[config.mk]
export PLATFORM = sky130hd
export DESIGN_NAME = cdb_arbiter_flat
export DESIGN_NICKNAME = d
export VERILOG_FILES = /design/src/rtl/sys_defs.sv /design/src/rtl/cdb_arbiter_if.sv /design/src/rtl/cdb_result_fifo.sv /design/src/rtl/cdb_arbiter.sv /design/src/flat_wrapper.sv
export SDC_FILE = /design/constraint.sdc
export NUM_CORES = 1
export LEC_CHECK = 0
export BUFFER_PORTS_ARGS = -buffer_cell sky130_fd_sc_hd__buf_2
export CAP_MARGIN = 10
export CORE_MARGIN = 4
export CORE_UTILIZATION = 65
export CTS_BUF_LIST = sky130_fd_sc_hd__clkbuf_4
export DETAILED_ROUTE_END_ITERATION = 6
export GPL_TIMING_DRIVEN = 0
export HOLD_SLACK_MARGIN = 0.03
export PLACE_DENSITY_LB_ADDON = 0.2
export SYNTH_ARGS = -nofsm -noshare
export SYNTH_HDL_FRONTEND = slang
export SYNTH_SLANG_ARGS = --single-unit
[constraint.sdc]
create_clock -name clock -period 17 [get_ports clock]
set_clock_uncertainty 0.15 [all_clocks]
set_input_delay 3.4 -clock clock [delete_from_list [all_inputs] [get_ports clock]]
set_output_delay 3.4 -clock clock [all_outputs]
set_load 0.01 [all_outputs]
[src/rtl/sys_defs.sv]
// Shared definitions for the common data bus (CDB) logic.
//   XLEN       - datapath width of a broadcast result value
//   ROB_IDX_W  - width of a reorder-buffer tag
//   SRC_W      - width of a CDB source index
//   fu_src_e   - functional-unit source enumeration (CDB source index)
//   CDB_PACKET - one registered CDB broadcast {valid, rob_idx, value, src}
//   rr_index   - (base + offset) mod n, used by the round-robin scan
package sys_defs;

    localparam int XLEN      = 32;
    localparam int ROB_IDX_W = 5;
    localparam int SRC_W     = 3;

    typedef enum logic [SRC_W-1:0] {
        FU_ALU = 3'd0,
        FU_LD  = 3'd1,
        FU_ST  = 3'd2,
        FU_FP1 = 3'd3,
        FU_FP2 = 3'd4
    } fu_src_e;

    typedef struct packed {
        logic                 valid;
        logic [ROB_IDX_W-1:0] rob_idx;
        logic [XLEN-1:0]      value;
        logic [SRC_W-1:0]     src;
    } CDB_PACKET;

    // Candidate source for a round-robin scan step; offset runs 1..n so that
    // the last granted source is considered last.
    function automatic logic [SRC_W-1:0] rr_index(input logic [SRC_W-1:0] base,
                                                  input int offset,
                                                  input int n);
        int s;
        s = (int'(base) + offset) % n;
        return SRC_W'(s);
    endfunction

endpackage

[src/rtl/cdb_arbiter_if.sv]
// Bundle of the functional-unit result inputs and the CDB broadcast outputs.
//   fu_valid/fu_rob_idx/fu_value : per-source result offered by each FU
//   fu_ready                     : per-source "buffer can accept"
//   cdb_valid/cdb_rob_idx/cdb_value/cdb_src : registered CDB broadcast
// Handshake: source i transfers one result on the rising clock edge where
// fu_valid[i] && fu_ready[i]. fu_ready depends on registered state only, so a
// producer may sample it early in the cycle; a producer seeing fu_valid high
// with fu_ready low holds the same rob_idx/value until it is accepted.
// cdb_valid is a one-cycle strobe with no back-pressure from consumers.
// Modports: master = FUs plus CDB consumers, slave = the arbiter.
interface cdb_arbiter_if
    import sys_defs::*;
#(
    parameter int NUM_SRC = 5
);
    logic [NUM_SRC-1:0]                fu_valid;
    logic [NUM_SRC-1:0][ROB_IDX_W-1:0] fu_rob_idx;
    logic [NUM_SRC-1:0][XLEN-1:0]      fu_value;
    logic [NUM_SRC-1:0]                fu_ready;
    logic                              cdb_valid;
    logic [ROB_IDX_W-1:0]              cdb_rob_idx;
    logic [XLEN-1:0]                   cdb_value;
    logic [SRC_W-1:0]                  cdb_src;

    modport master (
        output fu_valid, fu_rob_idx, fu_value,
        input  fu_ready, cdb_valid, cdb_rob_idx, cdb_value, cdb_src
    );

    modport slave (
        input  fu_valid, fu_rob_idx, fu_value,
        output fu_ready, cdb_valid, cdb_rob_idx, cdb_value, cdb_src
    );
endinterface

[src/rtl/cdb_result_fifo.sv]
// Per-source result buffer: DEPTH entries of {rob_idx, value}.
//   clock, reset_n (async, active-low), flush (sync squash)
//   push, push_rob_idx, push_value : offered result (accepted only when ready)
//   pop                            : remove head entry (ignored when empty)
//   ready                          : count < DEPTH, from registered count only
//   empty                          : count == 0
//   head_rob_idx, head_value       : oldest entry
// A full buffer stays not-ready even in a cycle where it is popped, so there
// is never an input-to-output pass-through.
module cdb_result_fifo
    import sys_defs::*;
#(
    parameter int DEPTH = 2
) (
    input  logic                 clock,
    input  logic                 reset_n,
    input  logic                 flush,
    input  logic                 push,
    input  logic [ROB_IDX_W-1:0] push_rob_idx,
    input  logic [XLEN-1:0]      push_value,
    input  logic                 pop,
    output logic                 ready,
    output logic                 empty,
    output logic [ROB_IDX_W-1:0] head_rob_idx,
    output logic [XLEN-1:0]      head_value
);
    localparam int PTR_W = $clog2(DEPTH);
    localparam int CNT_W = PTR_W + 1;

    logic [PTR_W-1:0]     head_ptr;
    logic [PTR_W-1:0]     tail_ptr;
    logic [CNT_W-1:0]     count;
    logic [ROB_IDX_W-1:0] mem_rob [DEPTH];
    logic [XLEN-1:0]      mem_val [DEPTH];
    logic                 do_push;
    logic                 do_pop;

    assign ready        = (count < CNT_W'(DEPTH));
    assign empty        = (count == '0);
    assign do_push      = push && ready && !flush;
    assign do_pop       = pop && !empty && !flush;
    assign head_rob_idx = mem_rob[head_ptr];
    assign head_value   = mem_val[head_ptr];

    // DEPTH is a power of two, so the pointers wrap by natural overflow.
    always_ff @(posedge clock or negedge reset_n) begin
        if (!reset_n) begin
            head_ptr <= '0;
            tail_ptr <= '0;
            count    <= '0;
        end else if (flush) begin
            head_ptr <= '0;
            tail_ptr <= '0;
            count    <= '0;
        end else begin
            if (do_push) tail_ptr <= tail_ptr + PTR_W'(1);
            if (do_pop)  head_ptr <= head_ptr + PTR_W'(1);
            case ({do_push, do_pop})
                2'b10:   count <= count + CNT_W'(1);
                2'b01:   count <= count - CNT_W'(1);
                default: count <= count;
            endcase
        end
    end

    // Storage needs no reset: entries are only visible through count.
    always_ff @(posedge clock) begin
        if (do_push) begin
            mem_rob[tail_ptr] <= push_rob_idx;
            mem_val[tail_ptr] <= push_value;
        end
    end
endmodule

[src/rtl/cdb_arbiter.sv]
// Common data bus arbiter: buffers results from NUM_SRC functional units and
// broadcasts at most one per cycle, chosen round-robin.
//   clock   : sole clock
//   reset_n : asynchronous active-low reset
//   flush   : synchronous squash of all buffered and outgoing results
//   bus     : cdb_arbiter_if.slave (fu_* inputs, fu_ready, registered cdb_*)
// The scan starts at rr_ptr+1, rr_ptr holding the last granted source, so a
// non-empty source waits at most NUM_SRC cycles. rr_ptr resets to NUM_SRC-1
// so source 0 wins first. NUM_SRC must not exceed 8 (3-bit cdb_src).
module cdb_arbiter
    import sys_defs::*;
#(
    parameter int NUM_SRC    = 5,
    parameter int FIFO_DEPTH = 2
) (
    input  logic          clock,
    input  logic          reset_n,
    input  logic          flush,
    cdb_arbiter_if.slave  bus
);
    logic [NUM_SRC-1:0]                fifo_ready;
    logic [NUM_SRC-1:0]                fifo_empty;
    logic [NUM_SRC-1:0]                pop;
    logic [NUM_SRC-1:0][ROB_IDX_W-1:0] head_rob;
    logic [NUM_SRC-1:0][XLEN-1:0]      head_val;
    logic [SRC_W-1:0]                  rr_ptr;
    logic [SRC_W-1:0]                  grant_idx;
    logic [SRC_W-1:0]                  cand;
    logic                              grant_valid;
    CDB_PACKET                         cdb_q;

    for (genvar i = 0; i < NUM_SRC; i++) begin : g_src
        cdb_result_fifo #(.DEPTH(FIFO_DEPTH)) u_fifo (
            .clock        (clock),
            .reset_n      (reset_n),
            .flush        (flush),
            .push         (bus.fu_valid[i]),
            .push_rob_idx (bus.fu_rob_idx[i]),
            .push_value   (bus.fu_value[i]),
            .pop          (pop[i]),
            .ready        (fifo_ready[i]),
            .empty        (fifo_empty[i]),
            .head_rob_idx (head_rob[i]),
            .head_value   (head_val[i])
        );
    end

    // First non-empty buffer after the last granted one, with wrap.
    always_comb begin
        grant_valid = 1'b0;
        grant_idx   = '0;
        cand        = '0;
        for (int k = 1; k <= NUM_SRC; k++) begin
            cand = rr_index(rr_ptr, k, NUM_SRC);
            if (!grant_valid && !fifo_empty[cand]) begin
                grant_valid = 1'b1;
                grant_idx   = cand;
            end
        end
    end

    always_comb begin
        pop = '0;
        if (grant_valid && !flush) pop[grant_idx] = 1'b1;
    end

    // The popped head is captured at the same edge it leaves its buffer.
    // With nothing granted only valid drops; the data fields hold.
    always_ff @(posedge clock or negedge reset_n) begin
        if (!reset_n) begin
            cdb_q  <= '0;
            rr_ptr <= SRC_W'(NUM_SRC - 1);
        end else if (flush) begin
            cdb_q.valid <= 1'b0;
        end else if (grant_valid) begin
            cdb_q <= '{valid:   1'b1,
                       rob_idx: head_rob[grant_idx],
                       value:   head_val[grant_idx],
                       src:     grant_idx};
            rr_ptr <= grant_idx;
        end else begin
            cdb_q.valid <= 1'b0;
        end
    end

    assign bus.fu_ready    = fifo_ready;
    assign bus.cdb_valid   = cdb_q.valid;
    assign bus.cdb_rob_idx = cdb_q.rob_idx;
    assign bus.cdb_value   = cdb_q.value;
    assign bus.cdb_src     = cdb_q.src;
endmodule

[src/flat_wrapper.sv]
// flat-port wrapper written by rule: the top's interface ports become plain ports
module cdb_arbiter_flat import sys_defs::*;
#(
    parameter int NUM_SRC    = 5,
    parameter int FIFO_DEPTH = 2
)
  (clock, reset_n, flush, bus_fu_valid, bus_fu_rob_idx, bus_fu_value, bus_fu_ready, bus_cdb_valid, bus_cdb_rob_idx, bus_cdb_value, bus_cdb_src);
  cdb_arbiter_if #(.NUM_SRC(NUM_SRC)) bus_i ();
  input  logic clock;
  input  logic reset_n;
  input  logic flush;
  input wire logic [$bits(bus_i.fu_valid)-1:0] bus_fu_valid;
  input wire logic [$bits(bus_i.fu_rob_idx)-1:0] bus_fu_rob_idx;
  input wire logic [$bits(bus_i.fu_value)-1:0] bus_fu_value;
  output wire logic [$bits(bus_i.fu_ready)-1:0] bus_fu_ready;
  output wire logic [$bits(bus_i.cdb_valid)-1:0] bus_cdb_valid;
  output wire logic [$bits(bus_i.cdb_rob_idx)-1:0] bus_cdb_rob_idx;
  output wire logic [$bits(bus_i.cdb_value)-1:0] bus_cdb_value;
  output wire logic [$bits(bus_i.cdb_src)-1:0] bus_cdb_src;
  assign bus_i.fu_valid = bus_fu_valid;
  assign bus_i.fu_rob_idx = bus_fu_rob_idx;
  assign bus_i.fu_value = bus_fu_value;
  assign bus_fu_ready = bus_i.fu_ready;
  assign bus_cdb_valid = bus_i.cdb_valid;
  assign bus_cdb_rob_idx = bus_i.cdb_rob_idx;
  assign bus_cdb_value = bus_i.cdb_value;
  assign bus_cdb_src = bus_i.cdb_src;
  cdb_arbiter #(.NUM_SRC(NUM_SRC), .FIFO_DEPTH(FIFO_DEPTH)) u_core (.clock(clock), .reset_n(reset_n), .flush(flush), .bus(bus_i));
endmodule
==> results of run 1 <==
## layout make-up
cell class	count	area, um2	share of cell area
plain buffers	93	440	0.0196
multi-input cells	817	5910	0.263
diodes	5	12.5	0.000558
clock inverters	43	240	0.0107
well taps	384	480	0.0214
clock buffers	155	1160	0.0519
flip-flops and latches	432	12700	0.564
repair buffers	254	1450	0.0644
inverters	24	90.1	0.00401
## metrics by stage
stage               worst slack, ns  hold slack (ns)   util  area (um2)
floorplan                      9.79            0.365      -       19100
global placement               7.33            0.307  0.720       20700
detailed placement             8.83            0.317  0.731       21000
CTS                            8.80            0.333  0.779       22400
global route                   8.16            0.359  0.780       22400
finish                         8.75            0.335  0.780       22400
## worst register-to-register path, stage by stage (launching register included)
cell and delay, ns:
dfrtp_1 0.48, buf_2 0.23, inv_1 0.10, clkbuf_1 0.36, buf_1 0.56, ha_1 0.40
buf_2 0.28, buf_2 0.30, or3b_2 0.47, o22ai_1 0.25, nor2_1 0.17, ha_1 0.28
nor2b_1 0.16, a2111oi_1 0.58, or3_1 0.19, clkbuf_1 0.23, mux2i_1 0.40, o2111ai_1 0.17
a21o_1 0.30, a2111o_1 0.43, a21oi_4 0.45, buf_6 0.26, buf_2 0.30, nand3_1 0.23
xor2_1 0.21, nor2_1 0.21
## path summary, 6_finish.rpt
kind	start	to	slack, ns	cells after the start
max in group asynchronous	reset_n	u_core.bus.cdb_rob_idx[4]	13.42	1
hold reg to reg	u_core.bus.cdb_src[2]	u_core.bus.cdb_src[2]	0.33	2
setup reg to reg	u_core.bus.cdb_src[0]	u_core.g_src[3].u_fifo.head_ptr	8.75	25
setup / recovery	u_core.bus.cdb_src[0]	u_core.g_src[3].u_fifo.head_ptr	8.75	25
min in group asynchronous	reset_n	u_core.g_src[2].u_fifo.count[1]	2.62	1
hold / removal	u_core.bus.cdb_src[2]	u_core.bus.cdb_src[2]	0.33	2
## state kept, by name (all words and copies together) (netlist names)
signal                        cells
u_core.g_src.u_fifo.count        10
u_core.bus.cdb_value             32
u_core.g_src.u_fifo.mem_rob      50
u_core.rr_ptr                     1
u_core.bus.cdb_src                3
u_core.g_src.u_fifo.head_ptr      5
u_core.bus.cdb_rob_idx            5
u_core.g_src.u_fifo.mem_val     320
u_core.bus.cdb_valid              1
u_core.g_src.u_fifo.tail_ptr      5
## per-layer routing
layer,global-route usage,up-vias
met5,0,-
li1,-,6119
met2,0.533,849
met3,0.0797,168
met1,0.399,6594
met4,0.129,28
## cell usage after synthesis (all sizes together) (37+ instances only)
| master | n | area (um2) |
|---|---|---|
| buf | 42 | 249 |
| a211oi | 85 | 648 |
| a21oi | 93 | 480 |
| clkbuf | 51 | 191 |
| nor2 | 46 | 173 |
| mux2i | 129 | 1290 |
| dfrtp | 61 | 1530 |
| o21ai | 66 | 330 |
| nand2 | 65 | 244 |
| edfxtp | 370 | 11100 |
| nor2b | 85 | 532 |
| a221o | 37 | 370 |
## kinds of logic after synthesis
| family | share of synthesized area |
|---|---|
| DFF | 0.664 |
| AOI/OAI and AO/OA | 0.132 |
| and+or+nand+nor | 0.0792 |
| muxes | 0.0719 |
| buffers and inverters | 0.0278 |
| adders and majority gates | 0.0151 |
| xor gates and xnor gates | 0.00998 |
==> results.md, run 1 <==
* Cells after Synth at 1366
* Commonest non-fill, non-tap cells in the layout: edfxtp_1, buf_2, clkbuf_4
* Final nets at 1942
* Initial drt markers at 1345
* Post_cts resized at 0
* Mean Syn Cell Area at 14.0 um2
* Die Area at 32100 um2
* Via density at 6.23
* Final std cells w/o fill at 2207
* Max-slew violation count at 0
* Data arrival time of the worst path at 8.72 ns
* Post-DRT Antenna Nets at 0
* CTS tree: built
* Setup TNS at 0 ns
* GRT Residual Overflow at 0
* Nature of the critical path startpoint: flop
* Largest net degree at the start of global routing at 63
* Met3 Wirelength at 5340 um
* Initial antenna violation count at 17
* Cts-stage hold buffer count at 0
* Layout cells sized above 1 at 0.274
* Commonest non-fill, non-tap cell in the layout: edfxtp_1
* Slew Limit Headroom at 0.379
* Met2 wire len at 25400 um
* DIE WIDTH at 179 um
* CP max FO at 12
* Via Count at 13800
* Post-CTS setup buffer count at 0
* Placer congestion estimate at 0.890
* Die H at 179 um
* Clk Latency, worst-skew pair at 0.76 ns
* Initial core utilization at 0.662
* WL met1 at 18400 um
* Cell row count at 62
* Worst Hold Class: reg2reg
* Most used DFF post-synth: edfxtp_1
* Final setup vio count at 0
* Top routing layer in use: met5
* Post-synthesis sequential area ratio at 0.664
* Sink Count at 432
* Netlist cell types at 85
* CTS max path bufs at 3
* CTS clk-pin slew, worst paths at 0.07 ns
* EDFF count, synth at 370
* Fraction of registers with async set/reset at 0.144
* Nature of the critical path endpoint: flop
* Vias in the first global route at 13700
* Status: complete, no violations
* DRC viols at 0
* Ys Warns at 0
* Req. time, crit path at 17.47 ns
* Slowest CP cell: a2111oi_1
* Worst path max stage delay at 0.58 ns
* Post-Syn Nets at 1582
* RSZ-0062 raised after global routing: false
* Final-layout fill cell count at 1696
* Synthesized flop and latch total at 432
* Gr usage total at 0.317
* Final Hold Viols at 0
* Final Critical Period at 8.25 ns
* Total CTS buffers at 104
* Dpl cells at 2004
* I/O Pins at 239
* CP most frequent cell: buf_2
* Port bufs at 237
* First-pass GRT wire length at 75700 um
* Measured slew at the worst slew-check pin at 0.928 ns
* CTS Root Cell: clkbuf_4
* Fin crit share at 0.485
* Dpl hpwl at 36600 um
* Max-cap viol count at 0
* Critical path class: reg2reg
* Core Footprint at 28800 um2
* Detailed Routing Iterations Pass 1 at 5
* Syn Std Cell Area at 19100 um2
* Routed len/inst at 23.3 um
* CP bufs+invs at 9
* Drt total wl at 51300 um
* H-tree levels at 3
* P&R area growth vs syn at 17.7%
* Maximum clock frequency at 0.121 GHz
* CP delay by family, top: buffers and inverters
Power of run 1 is left out: the tool's default activity adds up to more than one toggle a clock period on the data nets, which glitch-free logic cannot reach.
==> run 2, diff against run 1 <==
--- a/config.mk
+++ b/config.mk
@@ -5,10 +5,11 @@
 export SDC_FILE = /design/constraint.sdc
 export NUM_CORES = 1
 export LEC_CHECK = 0
+export ABC_AREA = 1
 export BUFFER_PORTS_ARGS = -buffer_cell sky130_fd_sc_hd__buf_2
 export CAP_MARGIN = 10
 export CORE_MARGIN = 4
-export CORE_UTILIZATION = 65
+export CORE_UTILIZATION = 54
 export CTS_BUF_LIST = sky130_fd_sc_hd__clkbuf_4
 export DETAILED_ROUTE_END_ITERATION = 6
 export GPL_TIMING_DRIVEN = 0
==> constraint.sdc (replaced) <==
create_clock -name clock -period 6.95 [get_ports clock]
set_clock_uncertainty 0.15 [all_clocks]
set_input_delay 1.39 -clock clock [delete_from_list [all_inputs] [get_ports clock]]
set_output_delay 1.39 -clock clock [all_outputs]
set_load 0.01 [all_outputs]
==> results.md, run 2 <==
* Initial antenna violation count at 13
* Post-DRT Antenna Nets at 0
* Drt total wl at 52700 um
* P&R area growth vs syn at 18.7%
* Dpl cells at 2491
* Cts-stage hold buffer count at 0
* Clk Latency, worst-skew pair at 0.82 ns
* CTS clk-pin slew, worst paths at 0.07 ns
* Final setup vio count at 0
* Layout cells sized above 1 at 0.253
* RSZ-0062 raised after global routing: false
* Die Area at 38200 um2
* Most numerous cell in the Yosys netlist: edfxtp_1
* Worst Hold Class: reg2reg
* Mean Syn Cell Area at 10.6 um2
* GRT Residual Overflow at 0
* Pre-CTS setup slack at 1.64 ns
* Max-slew violation count at 0
* DIE WIDTH at 196 um
* Status: complete, no violations
* Commonest non-fill, non-tap cells in the layout: edfxtp_1, nand2_1, nor2_1
* Setup TNS at 0 ns
* Core Footprint at 34600 um2
* Post-synth top area cell: edfxtp_1
* Cell row count at 68
* Nature of the critical path endpoint: flop
* CTS tree: built
* Post-Syn Nets at 2002
* Die H at 196 um
* Gr usage total at 0.271
* Final nets at 2360
* Routed len/inst at 19.6 um
* Fin crit share at 0.768
* Post-synth top cells: edfxtp_1, nand2_1, nor2_1
* CTS Root Cell: clkbuf_4
* First-pass GRT wire length at 79300 um
* Largest Register: u_core.g_src.u_fifo.mem_val
* Critical path class: reg2reg
* Netlist cell types at 45
* Via Count at 14700
* Synthesized flop and latch total at 432
* Final std cells w/o fill at 2690
* Placer congestion estimate at 0.932
* Data arrival time of the worst path at 5.88 ns
* Initial core utilization at 0.548
* Most used DFF post-synth: edfxtp_1
* Post-CTS setup buffer count at 0
* Cells after Synth at 1786
* Initial drt markers at 1136
* Ys Warns at 0
* Vias in the first global route at 14400
* Synth top area share at 0.585
* Max-cap viol count at 0
* I/O Pins at 239
* EDFF count, synth at 370
* CTS max path bufs at 3
* Nature of the critical path startpoint: flop
* Final Hold Viols at 0
* Top post-synthesis cells by area: edfxtp_1, dfrtp_1, nand2_1
* Largest net degree at the start of global routing at 63
* Port bufs at 238
* Layout Utilization at 0.651
* Slew Limit Headroom at 0.382
* Final Critical Period at 5.34 ns
* Post_cts resized at 0
* H-tree levels at 3
* Measured slew at the worst slew-check pin at 0.927 ns
* Total CTS buffers at 106
* Sink Count at 432
* Commonest non-fill, non-tap cell in the layout: edfxtp_1
* Maximum clock frequency at 0.187 GHz
* CP max FO at 11
* Dpl hpwl at 38500 um
* Post-route worst setup slack at 1.61 ns
* Syn Std Cell Area at 19000 um2
* Max FFs per register at 320
* Via density at 5.48
* DRC viols at 0
* Req. time, crit path at 7.49 ns
* Fraction of registers with async set/reset at 0.144
* Detailed Routing Iterations Pass 1 at 5
* Post-synthesis sequential area ratio at 0.667
==> run 2: cell count changes in the layout (fill, tap and decap cells not counted), moves of 77 or more <==
cell      delta
nor2b_1     -85
nand3_1     +99
o21ai_0     +77
nor2_1     +276
mux2i_1    -129
nand2_1    +300
a211oi_1    -83
==> run 2: through the flow <==
step | area, um2 | hold slack, ns
after floorplan | 19000 | 0.311
after global placement | 20700 | 0.312
after detailed placement | 21100 | 0.314
after CTS | 22500 | 0.331
after global routing | 22500 | 0.359
final | 22500 | 0.327
==> run 2: layout make-up <==
cell class | count | area, um2
diodes | 2 | 5.00
plain buffers | 85 | 445
clock buffers | 170 | 1280
clock inverters | 27 | 181
fillers | 2722 | 12100
inverters | 108 | 410
multi-input cells | 1161 | 5540
flip-flops and latches | 432 | 12700
well taps | 455 | 569
repair buffers | 250 | 1440
==> run 2: final timing paths <==
check,start,slack [ns],cells after the start,to
max,u_core.bus.cdb_src[1],1.61,26,u_core.bus.cdb_value[6]
min,u_core.bus.cdb_value[30],0.33,2,u_core.bus.cdb_value[30]
max reg2reg,u_core.bus.cdb_src[1],1.61,26,u_core.bus.cdb_value[6]
min reg2reg,u_core.bus.cdb_value[30],0.33,2,u_core.bus.cdb_value[30]
max in group asynchronous,reset_n,5.46,1,u_core.bus.cdb_value[26]
min in group asynchronous,reset_n,0.55,1,u_core.bus.cdb_value[5]
==> run 2: logic make-up after synthesis <==
group / after synthesis / synth area share
simple gates: 878 / 0.197
flops: 432 / 0.667
compound gates: 253 / 0.0727
buf+inv: 193 / 0.0451
fa+ha+maj: 23 / 0.0152
xor+xnor: 7 / 0.00323
==> run 2: worst max-delay path, cell delays in order, from the launching register on <==
cell,delay [ns]
dfrtp_1,0.60
inv_1,0.25
ha_1,0.42
buf_2,0.23
inv_2,0.13
ha_1,0.22
inv_1,0.05
ha_1,0.21
nor3b_1,0.19
nand2_1,0.09
nand2_2,0.13
nor3_1,0.07
a21oi_2,0.21
inv_2,0.07
nand2_2,0.13
nand3_2,0.11
nor2_4,0.19
nand3_2,0.12
nand2_4,0.14
nand2_8,0.11
inv_4,0.15
clkbuf_1,0.36
o21ai_0,0.17
nand3_1,0.14
nand2_1,0.12
o21ai_1,0.32
nand2_1,0.12
==> run 2: layer usage <==
metal,wire (um),vias up,share of wire,track usage
li1,-,6899,-,-
met1,21100,7114,0.40,0.352
met2,25600,580,0.49,0.443
met3,4000,121,0.076,0.0638
met4,1810,22,0.034,0.109
met5,132,-,0.0025,0
Power of run 2 is left out for the same reason.
